`src/rtl/divide_seq.sv`:
```
// Iterative radix-2 restoring divider with fixed-point fractional quotient, sign-magnitude or
// two's-complement operands, start/busy/valid handshake, divide-by-zero and overflow saturation.
module divide_seq #(
  parameter int unsigned N_BITS_DIVIDEND = 32,
  parameter int unsigned N_BITS_DIVISOR  = 32,
  parameter int unsigned N_BITS_QUOTIENT = 32,
  parameter int unsigned FRAC_BITS       = 0,
  parameter int unsigned SIGN_MAG        = 1
) (
  input  logic                       clk,
  input  logic                       rst,
  input  logic                       start,
  input  logic [N_BITS_DIVIDEND-1:0] dividend,
  input  logic [N_BITS_DIVISOR-1:0]  divisor,
  output logic                       busy,
  output logic                       valid,
  output logic [N_BITS_QUOTIENT-1:0] final_quotient,
  output logic [N_BITS_DIVISOR-1:0]  remainder,
  output logic                       div_zero,
  output logic                       overflow
);

  localparam int unsigned NDD  = N_BITS_DIVIDEND;
  localparam int unsigned NDV  = N_BITS_DIVISOR;
  localparam int unsigned NQ   = N_BITS_QUOTIENT;
  localparam int unsigned MD   = (SIGN_MAG != 0) ? NDD - 1 : NDD;
  localparam int unsigned MV   = (SIGN_MAG != 0) ? NDV - 1 : NDV;
  localparam int unsigned ITER = MD + FRAC_BITS;
  localparam int unsigned QM   = NQ - 1;
  localparam int unsigned CW   = $clog2(ITER + 1);

  localparam logic [1:0] IDLE = 2'd0;
  localparam logic [1:0] CALC = 2'd1;
  localparam logic [1:0] DONE = 2'd2;

  logic [1:0]      state;
  logic [ITER-1:0] dvd;
  logic [MV-1:0]   bmag;
  logic            sgn;
  logic [MV-1:0]   rem;
  logic [ITER-1:0] quot;
  logic [CW-1:0]   cnt;

  // Operand conversion at accept
  logic [MD-1:0] a_mag;
  logic [MV-1:0] b_mag;
  logic          a_sgn, b_sgn;

  always_comb begin
    if (SIGN_MAG != 0) begin
      a_mag = MD'(dividend);
      b_mag = MV'(divisor);
    end else begin
      a_mag = MD'(dividend[NDD-1] ? -dividend : dividend);
      b_mag = MV'(divisor[NDV-1] ? -divisor : divisor);
    end
    // A magnitude of zero is always positive (covers sign-magnitude negative zero).
    a_sgn = dividend[NDD-1] && (a_mag != '0);
    b_sgn = divisor[NDV-1] && (b_mag != '0);
  end

  // One restoring step
  logic [MV:0]   trial;
  logic [MV:0]   diff;
  logic          ge;

  always_comb begin
    trial = {rem, dvd[ITER-1]};
    diff  = trial - {1'b0, bmag};
    ge    = trial >= {1'b0, bmag};
  end

  // Result formatting with saturation to the output magnitude range
  logic          dz;
  logic          q_ovf;
  logic [QM-1:0] mag_sat;
  logic          res_neg;
  logic [NQ-1:0] q_fmt;

  always_comb begin
    dz      = (bmag == '0);
    q_ovf   = (quot >> QM) != '0;
    mag_sat = (dz || q_ovf) ? '1 : QM'(quot);
    res_neg = sgn && (mag_sat != '0);
    if (SIGN_MAG != 0) begin
      q_fmt = {res_neg, mag_sat};
    end else begin
      q_fmt = res_neg ? -{1'b0, mag_sat} : {1'b0, mag_sat};
    end
  end

  assign busy = (state != IDLE);

  always_ff @(posedge clk or posedge rst) begin
    if (rst) begin
      state          <= IDLE;
      dvd            <= '0;
      bmag           <= '0;
      sgn            <= 1'b0;
      rem            <= '0;
      quot           <= '0;
      cnt            <= '0;
      valid          <= 1'b0;
      final_quotient <= '0;
      remainder      <= '0;
      div_zero       <= 1'b0;
      overflow       <= 1'b0;
    end else begin
      valid <= 1'b0;
      case (state)
        IDLE: begin
          if (start) begin
            sgn      <= a_sgn ^ b_sgn;
            bmag     <= b_mag;
            dvd      <= ITER'(a_mag) << FRAC_BITS;
            rem      <= '0;
            quot     <= '0;
            cnt      <= CW'(ITER - 1);
            div_zero <= 1'b0;
            overflow <= 1'b0;
            state    <= (b_mag == '0) ? DONE : CALC;
          end
        end
        CALC: begin
          rem  <= ge ? diff[MV-1:0] : trial[MV-1:0];
          quot <= {quot[ITER-2:0], ge};
          dvd  <= dvd << 1;
          if (cnt == '0) begin
            state <= DONE;
          end else begin
            cnt <= cnt - 1'b1;
          end
        end
        DONE: begin
          final_quotient <= q_fmt;
          remainder      <= dz ? '0 : NDV'(rem);
          div_zero       <= dz;
          overflow       <= q_ovf && !dz;
          valid          <= 1'b1;
          state          <= IDLE;
        end
        default: state <= IDLE;
      endcase
    end
  end

endmodule

```
`config.mk`:
```
export PLATFORM = sky130hd
export DESIGN_NAME = divide_seq
export DESIGN_NICKNAME = d
export VERILOG_FILES = /design/src/rtl/divide_seq.sv
export SDC_FILE = /design/constraint.sdc
export NUM_CORES = 1
export LEC_CHECK = 0
export BUFFER_PORTS_ARGS = -buffer_cell sky130_fd_sc_hd__buf_2
export CAP_MARGIN = 5
export CORE_ASPECT_RATIO = 1.2
export CORE_MARGIN = 5
export CORE_UTILIZATION = 55
export CTS_CLUSTER_DIAMETER = 200
export DETAILED_ROUTE_END_ITERATION = 10
export GPL_ROUTABILITY_DRIVEN = 0
export GPL_TIMING_DRIVEN = 1
export PLACE_DENSITY = 0.77
export SLEW_MARGIN = 10
export SYNTH_ARGS = -nofsm -noshare
export SYNTH_HDL_FRONTEND = slang
export SYNTH_SLANG_ARGS = --single-unit
```
`constraint.sdc`:
```
create_clock -name clk -period 7.3 [get_ports clk]
set_clock_uncertainty 0.2 [all_clocks]
set_input_delay 0 -clock clk [delete_from_list [all_inputs] [get_ports clk]]
set_output_delay 0 -clock clk [all_outputs]
set_load 0.01 [all_outputs]
```
* Word-level counts from Yosys, hierarchy flattened *
Index checks and enable logic that the tools add are counted.

operators by class
  order comparisons = 1
  $add $sub $neg = 2
  reductions and logical operators = 18
  eq/ne operators = 5
  bitwise logic cells = 1
  muxes and demuxes = 19

operator list
  cell                 count
  $pmux 31 s2          3
  $mux 31              5
  $reduce_bool 31->1   3
  $logic_not 31->1     2
  $ge 32x31->1         1
  $sub 31x31->31       1
  $mux 5               2
  $pmux 5 s2           1
  $reduce_and 2->1     4
  $mux 2               3
  $ne 2x2->1 const B   3
  $reduce_bool 2->1    3
  $logic_not 5->1      1
  $sub 5x1->5 const B  1
  $pmux 1 s2           2
  $pmux 2 s2           1
  $logic_and 1x1->1    3
  $reduce_and 3->1     1
  $eq 2x1->1 const B   1
  $eq 2x2->1 const B   1
  $logic_not 2->1      1
  $mux 1               2
  $xor 1x1->1          1

word-level totals
  bits in registers = 199
  bits of input ports = 67
  word-level logic and storage cells = 58

* Longest topological paths before layout *
Gate-level depths: netlist of the first run.

  depth in word-level cells = 4
  gate-level depth with buffers = 13
  gate-level depth less buffers = 12

* Least setup slack after synthesis of the first run *
No wires, ideal clock.

  path kind = flip-flop to flip-flop
  from = reg dvd[30]
  to = reg rem[10]
  cell stages (with the launch flop) = 13
  setup slack = 4419 ps
  data required time = 6979 ps
  clock period less this slack = 2881 ps
  arrival = 2560 ps
  cells stage by stage = dfrtp_1 -> inv_1 -> ha_1 -> inv_1 -> fa_1 -> a211oi_2 -> nor3_2 -> o21ai_0 -> a31oi_2 -> nor2_4 -> buf_4 -> o21ai_0 -> a22o_1

between the ends
  word-level cells in the longest chain between the ends = 3
  elaborated cells between the ends (all ways) = 4
  those cells by class = 1 x add/sub; 1 x order compare; 2 x mux

ends and longest elaborated chain
  what                                                   line    source
  start, declared                                        37      logic [ITER-1:0] dvd;
  start signal, assigned                                 115     dvd <= ITER'(a_mag) << FRAC_BITS;
  start signal, assigned                                 127     dvd <= dvd << 1;
  $sub 31x31->31 / $ge 32x31->1 (equally long branches)  69, 70
  $mux 31 *                                              125     rem <= ge ? diff[MV-1:0] : trial[MV-1:0];
  $pmux 31 s2 *                                          110     case (state)
  end signal, assigned                                   125
  end, declared                                          40      logic [MV-1:0] rem;

Every way passes the cells marked *; elsewhere a longest branch is shown, timed or not.
A chain may end at the register's enable or synchronous reset.

* Final worst setup path of the first run *
  from = reg dvd[30]
  to = reg rem[15]

Same word-level chain as after synthesis.

==> results of run 1 <==
registers in the layout (all words and copies together), names as in the netlist:
register        count
rem                31
bmag               31
remainder          31
cnt                 5
quot               31
div_zero            1
sgn                 1
dvd                31
final_quotient     32
valid               1
state               2
per-layer routing:
| layer | track usage, % | up-vias | routed length, µm |
|---|---|---|---|
| met2 | 41.80 | 285 | 12480 |
| met5 | 0 | - | 0 |
| li1 | - | 4117 | - |
| met4 | 9.162 | 0 | 673 |
| met3 | 4.069 | 50 | 1412 |
| met1 | 32.18 | 4139 | 11100 |
power by group through the flow:
stage / Sequential [mW] / Combinational [mW] / Clock, mW
floorplan: 1.77 / 2.08 / 0
CTS: 1.78 / 2.73 / 1.00
detailed placement: 1.79 / 2.68 / 0
finish: 1.78 / 2.76 / 0.987
global route: 1.83 / 3.06 / 1.05
global placement: 1.78 / 2.61 / 0
repair_timing:
action | 4_1_cts | 5_1_grt
endpoints found under the hold margin | 206 | 0
endpoints found under the setup margin | 0 | 0
hold buffers | 68 | 0
area by class of cell:
class                      count  area (µm²)
clock buffer                  20       446.7
clock inverter                12       170.2
multi-input combinational    770        4638
timing repair buffer         205        1379
fill                        1417        6016
tap                          224       280.3
sequential                   197        4930
inverter                      46       180.2
worst min-delay path by stage:
stage,cells past startpoint,to,startpoint
finish,3,remainder[8],rst
global route,4,bmag[21],divisor[21]
CTS,4,bmag[16],divisor[16]
detailed placement,3,bmag[25],divisor[25]
global placement,3,bmag[4],divisor[4]
floorplan,2,bmag[0],divisor[0]
tightest hold or removal path, delay by kind of cell:
kind	cells	cell delay, ns
buffers and inverters	3	1.30
cell usage in the layout (no fill, tap or decap), types with 4 or more instances in the layout:
cell type	synthesis	routed
nor2_1	17	16
nand3_1	9	9
a21oi_1	31	31
dfrtp_1	197	197
nor3_1	9	9
o21ai_0	169	169
nand2b_1	5	4
xnor2_1	17	17
o21a_1	4	4
buf_2	5	132
and2_1	5	4
a32oi_1	7	7
mux2i_1	32	32
o41ai_1	4	4
inv_1	45	44
o21ai_1	10	10
a31oi_1	6	6
nor4_1	30	30
nand4_1	12	12
nand2_1	247	247
ha_1	33	33
a21o_1	9	9
o21bai_1	6	5
dlygate4sd3_1	0	68
buf_4	3	5
xor2_1	13	13
a22o_1	51	51
clkbuf_16	0	17
cells by family after synthesis:
kind of cell	Yosys count	share of synthesized area [%]
simple gates	342	14.76
mux	32	3.199
fa+ha+maj	34	4.323
xor+xnor	30	2.624
other cells	1	0.03745
compound gates	330	21.04
buf+inv	108	4.786
flops	197	49.23
==> summary.md, run 1 <==
| Metric | Value |
|---|---|
| Status | `finished clean` |
| Num rows | `54` |
| Vias per inst | `5.828` |
| CP max-delay cell | `nor2_4` |
| Fin worst setup slack | `3.487 ns` |
| Switching Fraction | `43.30%` |
| Input/output buffers | `132` |
| Crit-path max FO | `55` |
| Ports | `135` |
| Clk sinks | `197` |
| Clock network fraction of design power | `17.9%` |
| Grt ovf | `0` |
| Fin cells | `1474` |
| First drt pass iteration count | `5` |
| CP Class | `reg2reg` |
| Routed Antenna Nets | `0` |
| CTS tree | `yes` |
| Initial Util | `55.51%` |
| Final Slew Violations | `0` |
| Critical Path Start Type | `flop` |
| Fraction of layout cells with a size suffix above 1 | `15.28%` |
| Fin crit period | `3.813 ns` |
| R2r setup slk | `3.49 ns` |
| Largest stage delay on the critical path | `0.93 ns` |
| WL/cell | `17.41 µm` |
| Clock root cell | `clkbuf_16` |
| Std-Cell Core Area | `18040 µm²` |
| Power share of the sequential group | `32.3%` |
| Leakage power | `5.779 nW` |
| Switch Pwr | `2.394 mW` |
| Antenna fix cells | `0` |
| Normalized max-slew margin | `22.68%` |
| Tot GR Track Use | `24.64%` |
| Count leader, synth | `nand2_1` |
| Maxcap violations | `0` |
| First-pass GRT wire length | `42010 µm` |
| CP delay by family, top | `compound AO/OA/AOI/OAI gates` |
| DIE AREA | `21020 µm²` |
| Min-delay worst type | `in2async` |
| Area Growth Syn to Fin | `20.08%` |
| DP Cell Count | `1374` |
| H-tree levels | `4` |
| Worst Reg-to-Reg Cells | `11` |
| Initial drt markers | `632` |
| Worst R2R End | `rem[15]` |
| Final setup fails | `0` |
| Largest net degree at the start of global routing | `136` |
| Worst-path cell chain | `inv_1, ha_1, inv_1, fa_1, a211oi_2, nor3_2, o21ai_0, a31oi_2, nor2_4, o21ai_0, a22o_1` |
| Critical path endpoint | `rem[15]` |
| Final period utilization | `52.23%` |
| DRC | `0` |
| IR Drop Worst-Case VDD | `0.2254 mV` |
| Worst-Skew Late Latency | `0.43 ns` |
| Levels on crit path | `11` |
| Post-CTS setup buffers | `0` |
| TritonCTS buffer count | `17` |
| Fin. Hold Viols | `0` |
| Die span in x | `133.2 µm` |
| Power after layout | `5.528 mW` |
| Final std cell area, no fill | `12020 µm²` |
| CP Data Required Time | `7.42 ns` |
| Post-DP Area | `10730 µm²` |
| Top_reg_cell synth | `dfrtp_1` |
| Top-area cell type share of the netlist area | `49.23%` |
| Synth unique cells | `61` |
| Total wire length | `25670 µm` |
| Syn Inst Count | `1074` |
| Clock tree buffer depth | `2` |
| P_int | `3.134 mW` |
| Fmax | `262.3 MHz` |
| Data arrival time of the critical path | `3.93 ns` |
| Vias in the first global route | `8401` |
| Sequential fraction of the synthesis area | `49.23%` |
| Flops & latches, synth | `197` |
| Synth cell count leaders | `nand2_1 (247), dfrtp_1 (197), o21ai_0 (169), a22o_1 (51), inv_1 (45)` |
| Crit path from | `dvd[30]` |
| Reg-to-Reg Start | `dvd[30]` |
| # nets final | `1338` |
| Combinational power share | `49.9%` |
| Clk slew on worst S/H paths | `0.07 ns` |
| Initial antenna violation count | `0` |
| FFs w/ async S/R, synth | `100.0%` |
| Post-Syn Area per Cell | `9.323 µm²` |
| WP buf/inv | `2` |
| Vias | `8591` |
| Warnings from Yosys | `0` |
| Largest area contributor in the netlist | `dfrtp_1` |
| Critical Path End Type | `flop` |
| Power Density | `459.7 nW/µm²` |
| Post-DP HPWL | `16790 µm` |
| Die Span Y | `157.8 µm` |
| Post-Syn Area | `10010 µm²` |
| Ranking of synthesized cells by area | `dfrtp_1 (49%), nand2_1 (9.3%), o21ai_0 (8.4%), a22o_1 (4.5%), ha_1 (4.1%)` |
| Setup TNS | `0 ns` |
| Final design utilization | `66.65%` |
| WHS | `0.1244 ns` |
| Post_cts resized | `0` |
| Worst Max-Slew Pin Slew | `1.157 ns` |
| RSZ-0062 raised after global routing | `no` |
| Number of synthesized flops with an enable pin | `0` |
| Worst slack, placed | `3.568 ns` |
No activity file was read; power rests on OpenSTA's default activity.
==> run 2, diff against run 1 <==
ABC_AREA = 1   (was not set)
CORE_UTILIZATION = 53   (was 55)
clock period = 3.1 ns   (was 7.3 ns; I/O delays follow)
==> run 2 against run 1 <==
Against the previous run:
- clock power grew 140%
- utilization shrank 1.9 points
- non-clock buffer count grew 6
- cell area grew 9.9%
- worst setup slack lost 3.4 ns
- total power grew to 3.0 times the previous value
- sequential power grew to 2.6 times the previous value
- cell count grew 34%
- routed wire length grew 17%
- area after synthesis grew 10%
- clock-buffer cell count shrank 3
- combinational power grew to 3.5 times the previous value
==> summary.md, run 2 <==
| Metric | Value |
|---|---|
| Status | `finished clean` |
| Maxcap violations | `0 (unchanged)` |
| Setup TNS | `0 ns (unchanged)` |
| Post-Syn Area per Cell | `7.250 µm² (-22%)` |
| Flops & latches, synth | `197 (unchanged)` |
| Normalized max-slew margin | `29.19% (+6.5 points)` |
| CP delay by family, top | `buffers and inverters` |
| Die Span Y | `168.1 µm (+6.5%)` |
| Crit path from | `dividend[15]` |
| Top-area cell type share of the netlist area | `44.68% (-4.6 points)` |
| Vias | `10513 (+22%)` |
| Count leader, synth | `nand2_1` |
| Number of synthesized flops with an enable pin | `0 (unchanged)` |
| Levels on crit path | `11 (unchanged)` |
| Area Growth Syn to Fin | `19.73%` |
| Leakage power | `7.123 nW (+23%)` |
| Final Slew Violations | `0 (unchanged)` |
| Post-CTS setup buffers | `0 (unchanged)` |
| Initial drt markers | `647 (+2.4%)` |
| Clock network fraction of design power | `14.2% (-3.7 points)` |
| Clock root cell | `clkbuf_16` |
| Crit-path max FO | `2 (-96%)` |
| Worst R2R End | `rem[28]` |
| Worst Max-Slew Pin Slew | `1.060 ns (-0.09746 ns)` |
| Vias per inst | `5.307 (-8.9%)` |
| Die span in x | `141.7 µm (+6.4%)` |
| Fin crit period | `2.973 ns` |
| Worst-path cell chain | `dlygate4sd3_1, buf_2, or2_2, nor3_1, nand3_1, or2_2, nand3_1, dlygate4sd3_1, nand3_1, dlygate4sd3_1, o21ai_0` |
| P_int | `8.409 mW (+170%)` |
| Critical path endpoint | `sgn` |
| Post-DP HPWL | `20610 µm (+23%)` |
| Warnings from Yosys | `0 (unchanged)` |
| FFs w/ async S/R, synth | `100.0% (unchanged)` |
| Synth unique cells | `42 (-31%)` |
| Initial antenna violation count | `1 (+1)` |
| WL/cell | `15.15 µm (-13%)` |
| CTS tree | `yes` |
| Top_reg_cell synth | `dfrtp_1` |
| DIE AREA | `23820 µm² (+13%)` |
| Switching Fraction | `49.86% (+6.6 points)` |
| # hold bufs at CTS | `67 (-1.5%)` |
| CP Class | `in2reg` |
| Reg-to-Reg Start | `dvd[30]` |
| Sequential fraction of the synthesis area | `44.68% (-4.6 points)` |
| Fin. Hold Viols | `0 (unchanged)` |
| Tot GR Track Use | `25.94% (+1.3 points)` |
| Commonest non-fill, non-tap cell in the layout | `nand2_1` |
| Worst Reg-to-Reg Cells | `16 (+5)` |
| Input/output buffers | `132 (unchanged)` |
| # fillers | `1715 (+21%)` |
| CP Data Required Time | `3.24 ns (-4.18 ns)` |
| Initial Util | `54.10% (-1.4 points)` |
| Largest net degree at the start of global routing | `118 (-13%)` |
| Total wire length | `30020 µm (+17%)` |
| Synth cell count leaders | `nand2_1 (521), inv_1 (223), dfrtp_1 (197), nor2_1 (129), a21oi_1 (79)` |
| R2r setup slk | `0.31 ns (-3.18 ns)` |
| Top reg by flops | `final_quotient` |
| Data arrival time of the critical path | `3.11 ns (-0.82 ns)` |
| Power Density | `1269 nW/µm² (+180%)` |
| Final setup fails | `0 (unchanged)` |
| Switch Pwr | `8.361 mW (+250%)` |
| Num rows | `57 (+5.6%)` |
| RSZ-0062 raised after global routing | `no` |
| Fmax | `336.4 MHz` |
| Post-Syn Area | `11030 µm² (+10%)` |
| TritonCTS buffer count | `17 (unchanged)` |
| Critical Path Start Type | `input port` |
| Clk slew on worst S/H paths | `0.08 ns (about the same)` |
| Power share of the sequential group | `27.6% (-4.7 points)` |
| Combinational power share | `58.2% (+8.3 points)` |
| IR Drop Worst-Case VDD | `0.6130 mV (+170%)` |
| Routed Antenna Nets | `0 (unchanged)` |
| Grt ovf | `0 (unchanged)` |
| Largest area contributor in the netlist | `dfrtp_1` |
| WP buf/inv | `4 (+2)` |
| WHS | `0.06047 ns (-0.06393 ns)` |
| Ranking of synthesized cells by area | `dfrtp_1 (45%), nand2_1 (18%), inv_1 (7.6%), nor2_1 (4.4%), ha_1 (3.7%)` |
| Clock tree buffer depth | `2 (unchanged)` |
| Ports | `135 (unchanged)` |
| First-pass GRT wire length | `50850 µm (+21%)` |
| Critical Path End Type | `flop` |
| Std-Cell Core Area | `20400 µm² (+13%)` |
| Most frequent cells in the layout | `nand2_1 (520), inv_1 (222), dfrtp_1 (197)` |
| Syn Inst Count | `1522 (+42%)` |
| First drt pass iteration count | `6 (+1)` |
| Max reg flops | `32 (unchanged)` |
| Fraction of layout cells with a size suffix above 1 | `12.89% (-2.4 points)` |
| DRC | `0 (unchanged)` |
| Largest stage delay on the critical path | `0.58 ns (-0.35 ns)` |
| Final period utilization | `95.90%` |
| Min-delay worst type | `in2async` |
| Worst-Skew Late Latency | `0.45 ns (+0.02 ns)` |
| H-tree levels | `4 (unchanged)` |
| Clk sinks | `197 (unchanged)` |
| CP max-delay cell | `dlygate4sd3_1` |
| # nets final | `1803 (+35%)` |
| Post_cts resized | `0 (unchanged)` |
| Vias in the first global route | `10785 (+28%)` |
run 2: kinds of logic after synthesis:
| family | after synthesis | share of synthesized area, % |
|---|---|---|
| AND/OR/NAND/NOR | 809 | 31.14 |
| buffers and inverters | 280 | 10.11 |
| flip-flops | 197 | 44.68 |
| AO/OA/AOI/OAI | 186 | 8.924 |
| adder cells (fa/ha/maj) | 34 | 3.923 |
| XOR/XNOR | 15 | 1.191 |
| other | 1 | 0.03398 |
run 2: stage by stage:
| stage | util, % | instances | instance area, µm² | total power, mW | setup slack, ns |
|---|---|---|---|---|---|
| after global placement | 58.31 | 1881 | 11890 | 13.99 | 0.4289 |
| after detailed placement | 58.31 | 1881 | 11890 | 14.20 | 0.3392 |
| final | 64.77 | 1981 | 13210 | 16.77 | 0.1272 |
| after floorplan | - | 1523 | 11040 | 11.80 | 0.3536 |
| after CTS | 64.76 | 1980 | 13210 | 16.75 | 0.2886 |
| after global routing | 64.77 | 1981 | 13210 | 18.37 | 0.04564 |
run 2: tightest hold or removal path: stages:
cell           delay, ns
dlygate4sd3_1       0.53
buf_2               0.13
clkinvlp_4          0.09
buf_12              0.42
run 2: area by class of cell:
| type | count | area [µm²] | share of cell area, % |
|---|---|---|---|
| multi-input combinational | 1046 | 5005 | 37.88 |
| sequential | 197 | 4930 | 37.31 |
| antenna | 1 | 2.502 | 0.01894 |
| clock buffer | 17 | 425.4 | 3.220 |
| inverter | 229 | 863.3 | 6.535 |
| timing repair buffer | 211 | 1434 | 10.85 |
| clock inverter | 15 | 220.2 | 1.667 |
| tap | 265 | 331.6 | 2.510 |
run 2: power groups by stage:
stage / logic (mW) / clock network, mW / registers, mW
finish: 9.76 / 2.38 / 4.63
global placement: 9.36 / 0 / 4.63
CTS: 9.70 / 2.43 / 4.62
detailed placement: 9.55 / 0 / 4.65
floorplan: 7.15 / 0 / 4.64
global route: 11.1 / 2.52 / 4.79
run 2: worst min path at each step:
stage	from	end	slack, ns	depth (start not counted)
5_1_grt	start	dvd[5]	0.12	4
2_1_floorplan	dividend[0]	dvd[0]	-0.04	1
6_report	rst	div_zero	0.06	4
4_1_cts	start	dvd[6]	0.02	4
3_5_place_dp	rst	valid	0.007	3
3_3_place_gp	rst	valid	0.001	3
run 2: routing by layer:
metal | track usage (%) | vias to the layer above | routed length, µm
li1 | - | 5107 | -
met1 | 31.25 | 4905 | 11790
met3 | 5.957 | 99 | 2107
met2 | 44.53 | 402 | 14910
met5 | 0 | - | 0
met4 | 10.89 | 0 | 1216
